===== config.mk =====
export PLATFORM = sky130hd
export DESIGN_NAME = sha512_padder
export DESIGN_NICKNAME = d
export VERILOG_FILES = /design/src/rtl/sha512_padder.sv
export SDC_FILE = /design/constraint.sdc
export NUM_CORES = 2
export LEC_CHECK = 0
export BUFFER_PORTS_ARGS = -buffer_cell sky130_fd_sc_hd__buf_2
export CORE_AREA = 5 5 428 430
export CTS_CLUSTER_SIZE = 14
export DETAILED_ROUTE_END_ITERATION = 8
export DIE_AREA = 0 0 433 435
export GPL_TIMING_DRIVEN = 0
export PLACE_DENSITY = 0.52
export SETUP_SLACK_MARGIN = 0.1
export SYNTH_ARGS = -nofsm -noshare
export SYNTH_HDL_FRONTEND = slang
export SYNTH_SLANG_ARGS = --single-unit

===== constraint.sdc =====
create_clock -name clk_i -period 6.22 [get_ports clk_i]
set_clock_uncertainty 0.1 [all_clocks]
set_input_delay 0 -clock clk_i [delete_from_list [all_inputs] [get_ports clk_i]]
set_output_delay 0 -clock clk_i [all_outputs]
set_load 0.005 [all_outputs]

===== src/rtl/sha512_padder.sv =====
// SHA-512 message padder: packs 64-bit beats into padded 1024-bit blocks.
// Optional SHA512_PADDER_ERR_EN adds a sticky err_o for msg_bytes_i > 8.
module sha512_padder #(
    parameter int BlockWidth = 1024,
    parameter int LenWidth   = 128
) (
    input  logic                  clk_i,
    input  logic                  rst_ni,
    input  logic [63:0]           msg_data_i,
    input  logic                  msg_valid_i,
    input  logic                  msg_last_i,
    input  logic [3:0]            msg_bytes_i,
    output logic                  msg_ready_o,
    output logic [BlockWidth-1:0] block_o,
    output logic                  block_valid_o,
    input  logic                  block_ready_i,
    output logic                  block_first_o,
    output logic                  block_last_o,
    output logic                  err_o
);

    localparam logic [1:0] FILL = 2'd0;
    localparam logic [1:0] PAD  = 2'd1;
    localparam logic [1:0] EMIT = 2'd2;

    logic [1:0]          state_q;
    logic [3:0]          cnt_q;
    logic [LenWidth-1:0] bitlen_q;
    logic                marker_pending_q;
    logic                pad_active_q;
    logic                final_blk_q;
    logic                first_flag_q;
    logic [63:0]         buf_q [16];

    logic                accept;
    logic                bytes_err;
    logic [3:0]          nb;
    logic [63:0]         last_word;
    logic [127:0]        len_ext;

    assign accept    = msg_valid_i & msg_ready_o;
    assign bytes_err = msg_bytes_i > 4'd8;
    assign nb        = bytes_err ? 4'd8 : msg_bytes_i;
    assign len_ext   = 128'(bitlen_q);

    assign msg_ready_o   = state_q == FILL;
    assign block_valid_o = state_q == EMIT;
    assign block_first_o = first_flag_q;
    assign block_last_o  = final_blk_q & (state_q == EMIT);

    // Keep the valid bytes of the final beat and place the 0x80 marker after them.
    always_comb begin
        last_word = '0;
        for (int i = 0; i < 8; i++) begin
            if (i < int'(nb))
                last_word[63-8*i -: 8] = msg_data_i[63-8*i -: 8];
            else if (i == int'(nb))
                last_word[63-8*i -: 8] = 8'h80;
        end
    end

    // Flatten the word buffer onto the block bus, word 0 in the top bits.
    always_comb begin
        block_o = '0;
        for (int i = 0; i < 16; i++)
            block_o[BlockWidth-1-64*i -: 64] = buf_q[i];
    end

    // Fill / pad / emit sequencing and block buffer updates.
    always_ff @(posedge clk_i) begin
        if (!rst_ni) begin
            state_q          <= FILL;
            cnt_q            <= '0;
            bitlen_q         <= '0;
            marker_pending_q <= 1'b0;
            pad_active_q     <= 1'b0;
            final_blk_q      <= 1'b0;
            first_flag_q     <= 1'b1;
            for (int i = 0; i < 16; i++)
                buf_q[i] <= '0;
        end else begin
            unique case (state_q)
                FILL: begin
                    if (accept) begin
                        if (!msg_last_i) begin
                            buf_q[cnt_q] <= msg_data_i;
                            bitlen_q     <= bitlen_q + LenWidth'(64);
                            if (cnt_q == 4'd15)
                                state_q <= EMIT;
                            else
                                cnt_q <= cnt_q + 4'd1;
                        end else begin
                            buf_q[cnt_q]     <= last_word;
                            bitlen_q         <= bitlen_q + LenWidth'({nb, 3'b000});
                            marker_pending_q <= nb == 4'd8;
                            pad_active_q     <= 1'b1;
                            if (cnt_q == 4'd15) begin
                                state_q <= EMIT;
                            end else begin
                                cnt_q   <= cnt_q + 4'd1;
                                state_q <= PAD;
                            end
                        end
                    end
                end
                PAD: begin
                    // final_blk_q set at word 14 marks that the length is being placed here.
                    if (marker_pending_q) begin
                        buf_q[cnt_q]     <= 64'h8000_0000_0000_0000;
                        marker_pending_q <= 1'b0;
                    end else if (cnt_q == 4'd14) begin
                        buf_q[cnt_q] <= len_ext[127:64];
                        final_blk_q  <= 1'b1;
                    end else if (cnt_q == 4'd15 && final_blk_q) begin
                        buf_q[cnt_q] <= len_ext[63:0];
                    end else begin
                        buf_q[cnt_q] <= '0;
                    end
                    if (cnt_q == 4'd15)
                        state_q <= EMIT;
                    else
                        cnt_q <= cnt_q + 4'd1;
                end
                EMIT: begin
                    if (block_ready_i) begin
                        cnt_q        <= '0;
                        first_flag_q <= 1'b0;
                        for (int i = 0; i < 16; i++)
                            buf_q[i] <= '0;
                        if (final_blk_q) begin
                            bitlen_q     <= '0;
                            pad_active_q <= 1'b0;
                            final_blk_q  <= 1'b0;
                            first_flag_q <= 1'b1;
                            state_q      <= FILL;
                        end else if (pad_active_q) begin
                            state_q <= PAD;
                        end else begin
                            state_q <= FILL;
                        end
                    end
                end
                default: state_q <= FILL;
            endcase
        end
    end

`ifdef SHA512_PADDER_ERR_EN
    logic err_q;

    // Sticky flag for an out-of-range byte count on a final beat.
    always_ff @(posedge clk_i) begin
        if (!rst_ni)
            err_q <= 1'b0;
        else if (accept && msg_last_i && bytes_err)
            err_q <= 1'b1;
    end

    assign err_o = err_q;
`else
    assign err_o = 1'b0;
`endif

endmodule


==> summary.txt <==
DR pass1 iterations: 8
PwrDens: 301.1 mW/mm2
Syn Nets: 3606
CTS hold repair buffers: 51
Worst r2r src: cnt_q[0]$_SDFFE_PN0P_
EDFF count, synth: 1024
Via count: 35662
Layout Nets: 4903
Met3 Usage GRT: 4.322%
Min Tclk post-route: 4.895 ns
DR iter-0 viols: 4486
Worst r2r dst: buf_q[10][32]$_SDFFCE_PN0P_
Hold Crit Start: msg_data_i[29]
Die width: 433 um
Layout cell share with drive strength beyond 1: 28.08%
Yosys reg bits: 1159
CTS tree: yes
Sum of negative setup slack: 0 ns
Clock share of power: 41.6%
Cts bufs inserted: 121
IO Pins: 1102
CP Class: register to register
Per-cell routed wire length: 30.67 um
Mapped cell area: 0.04470 mm2
P&R area growth vs syn: 30.64%
Unrepaired setup endpoints after global routing: false
Hold-critical path depth: 4
Synth unique cells: 77
Static Leak: 22.61 nW
Mean Syn Cell Area: 12.69 um2
WP data arrival: 5.27 ns
Worst Setup End Kind: register
Clock Latency Late Sink: 0.77 ns
Die extent in y: 435 um
Maxcap violations: 0
Footprint of the multi-input gates: 0.01033 mm2
Slack of the worst reg-to-reg path: 1.33 ns
Core Box Area: 0.1794 mm2
Hold path endpoint: buf_q[14][29]$_SDFFCE_PN0P_
Peak supply drop: 0.2519 mV
Initial antenna violation count: 30
Site Rows: 156
Status: finished, violations left
Rel. slew slack: -2.958%
Sequential share of the synthesized area: 74.83%
Post CTS Setup Buffer Count: 0
Cell Area, Placed: 0.05390 mm2
Clk root buf: clkbuf_16
DR vias/cell: 4.872
Max clock buf depth: 3
Mapped Cells: 3523
Cell area after layout: 0.05840 mm2
Met1 usage: 27.97%
Sequential Power Share: 50.3%
GRT overflow: 0
Drt drc: 0
CTS clock-pin slew for the worst setup and hold paths: 0.07 ns
Final setup violation count: 0
Register Area: 0.03345 mm2
Yosys warning total: 0
Violated checks: slew limit
Post-route ant nets: 0
Top_reg_cell synth: edfxtp_1
Global-route total usage across every layer: 22.74%
Switching pwr: 4.500 mW
Final WL: 224.5 mm
Worst-Margin Slew: 1.544 ns
Fin crit share: 78.69%
Worst-case reg-to-reg path depth: 9
Critical path peak fanout: 10
Switching Share: 25.59%
GRT met2 Usage: 39.09%
CTS resizes: 0
PortBufs: 1096
Largest net degree at the start of global routing: 52
First-pass GRT wire length: 293.6 mm
Total Power: 17.58 mW
Internal power: 13.08 mW
Final Hold Viols: 0
Clk sinks: 1159
Busiest layer in global routing: met2
Asr flop ratio synth: 0%
GP Congestion: 0.9487
Fin. max-slew vios: 7
Hold crit path type: primary input to register
Vias in the first global route: 33075
H-tree depth: 3
Critical Path Start Type: register
Gate power share: 8.1%
DP HPWL: 171.7 mm
Initial Util: 24.92%
Number of fill cells: 18154
CP required: 6.59 ns
Fmax: 204.3 MHz
Die area: 0.1884 mm2
layout make-up:
type                       count  area share [%]
tap                         2370           5.078
multi-input combinational   2077           17.68
inverter                      34          0.2185
timing repair buffer        1174           11.23
buffer                       253           1.688
clock inverter                80           1.264
sequential                  1159           57.28
clock buffer                 149           5.451
antenna                       24          0.1028
worst max-delay path: stages (launching register included):
cell and delay, ns:
dfxtp_1 0.42, inv_1 0.11, ha_1 0.25, and3_1 0.19
clkbuf_1 0.25, nor2_1 0.80, clkbuf_1 0.65, o21a_1 0.82
clkbuf_1 0.79, nor2_1 0.17
sequential cells by signal (all words and copies together) (netlist names):
| name | count |
|---|---|
| marker_pending_q | 1 |
| bitlen_q | 125 |
| buf_q | 1024 |
| block_first_o | 1 |
| state_q | 2 |
| cnt_q | 4 |
| final_blk_q | 1 |
| pad_active_q | 1 |
Yosys cell counts, types with 4 or more instances:
library cell | count | area (um2)
xnor2_1 | 50 | 437.9
a22oi_1 | 27 | 202.7
inv_1 | 34 | 127.6
or3_1 | 31 | 193.9
nand2_1 | 174 | 653.1
a21oi_1 | 65 | 325.3
or4_1 | 21 | 157.7
nor4_1 | 47 | 294.0
xor2_1 | 26 | 227.7
nand4b_1 | 5 | 43.79
and3_1 | 22 | 137.6
and2_1 | 17 | 106.4
a22o_1 | 42 | 367.9
nor3_1 | 32 | 160.2
nor4_2 | 4 | 50.05
buf_1 | 14 | 52.55
and4_1 | 15 | 131.4
nand2b_1 | 7 | 43.79
nand3_1 | 71 | 355.3
o21ai_0 | 66 | 330.3
nor2_1 | 1164 | 4369
o31ai_1 | 14 | 105.1
a31oi_1 | 8 | 50.05
o211ai_1 | 4 | 30.03
dfxtp_1 | 135 | 2703
ha_1 | 9 | 112.6
o21a_1 | 8 | 60.06
buf_2 | 15 | 75.07
edfxtp_1 | 1024 | 30750
clkbuf_1 | 222 | 833.3
nand4_1 | 69 | 431.7
a222oi_1 | 4 | 40.04
nor2b_1 | 7 | 43.79
a31o_2 | 6 | 52.55
worst max path at each step:
| stage | from | to | slack [ns] | cells after the start |
|---|---|---|---|---|
| global placement | state_q[1]$_SDFFE_PN0P_ | buf_q[7][43]$_SDFFCE_PN0P_ | -1.42 | 7 |
| global route | cnt_q[0]$_SDFFE_PN0P_ | buf_q[8][59]$_SDFFCE_PN0P_ | 1.18 | 9 |
| detailed placement | cnt_q[0]$_SDFFE_PN0P_ | buf_q[9][59]$_SDFFCE_PN0P_ | 1.27 | 9 |
| floorplan | state_q[1]$_SDFFE_PN0P_ | buf_q[2][0]$_SDFFCE_PN0P_ | 2.57 | 8 |
| finish | cnt_q[0]$_SDFFE_PN0P_ | buf_q[10][32]$_SDFFCE_PN0P_ | 1.33 | 9 |
| CTS | cnt_q[0]$_SDFFE_PN0P_ | buf_q[9][59]$_SDFFCE_PN0P_ | 1.29 | 9 |
layer usage:
metal  share of wire [%]  vias up  routed length [um]
met4                 4.5        6               10130
li1                    -    15112                   -
met5               0.015        -                  34
met3                 8.8      397               19810
met1                  37    17978               83970
met2                  49     2169              110500
placed cells by master, fill, tap and decap left out, types with 21 or more instances in the layout:
cell type	n
a21oi_1	61
a22o_1	42
a22oi_1	25
and3_1	22
buf_2	1112
clkbuf_1	235
clkbuf_16	121
clkinv_1	32
clkinv_2	21
dfxtp_1	135
diode_2	24
dlygate4sd3_1	51
edfxtp_1	1024
inv_1	34
nand2_1	158
nand3_1	71
nand4_1	69
nor2_1	1164
nor3_1	32
nor4_1	43
o21ai_0	66
or3_1	31
or4_1	21
xnor2_1	50
xor2_1	26
logic make-up (layout without fill, tap and decap cells):
kind of cell | after synthesis | in the layout | synth area share (%)
XOR/XNOR | 76 | 76 | 1.489
AO/OA/AOI/OAI | 273 | 273 | 4.078
multiplexers | 3 | 3 | 0.06718
buffers and inverters | 287 | 1690 | 2.463
flip-flops | 1159 | 1159 | 74.83
adder cells (fa/ha/maj) | 10 | 10 | 0.2967
AND/OR/NAND/NOR | 1714 | 1714 | 16.77
other | 1 | 25 | 0.008389
stage by stage:
stage                     std cells  worst slack (ns)  hold WS, ns  utilization (%)
final                          7320             1.325      0.08130            32.56
after detailed placement       7015             1.267       0.2450            30.05
after CTS                      7295             1.288      0.01532            32.52
after floorplan                3523             2.573      0.09467                -
after global placement         6989            -1.421       0.2400            29.63
after global routing           7305             1.181      0.06428            32.54
power groups by stage:
stage               registers (mW)  logic, mW  clock network [mW]
global placement              9.05       1.34                   0
detailed placement            9.01       1.39                   0
CTS                           8.84       1.43                7.37
finish                        8.85       1.42                7.32
global route                  8.86       1.46                7.68
floorplan                     9.05      0.380                   0
No activity file was read; power rests on OpenSTA's default activity.
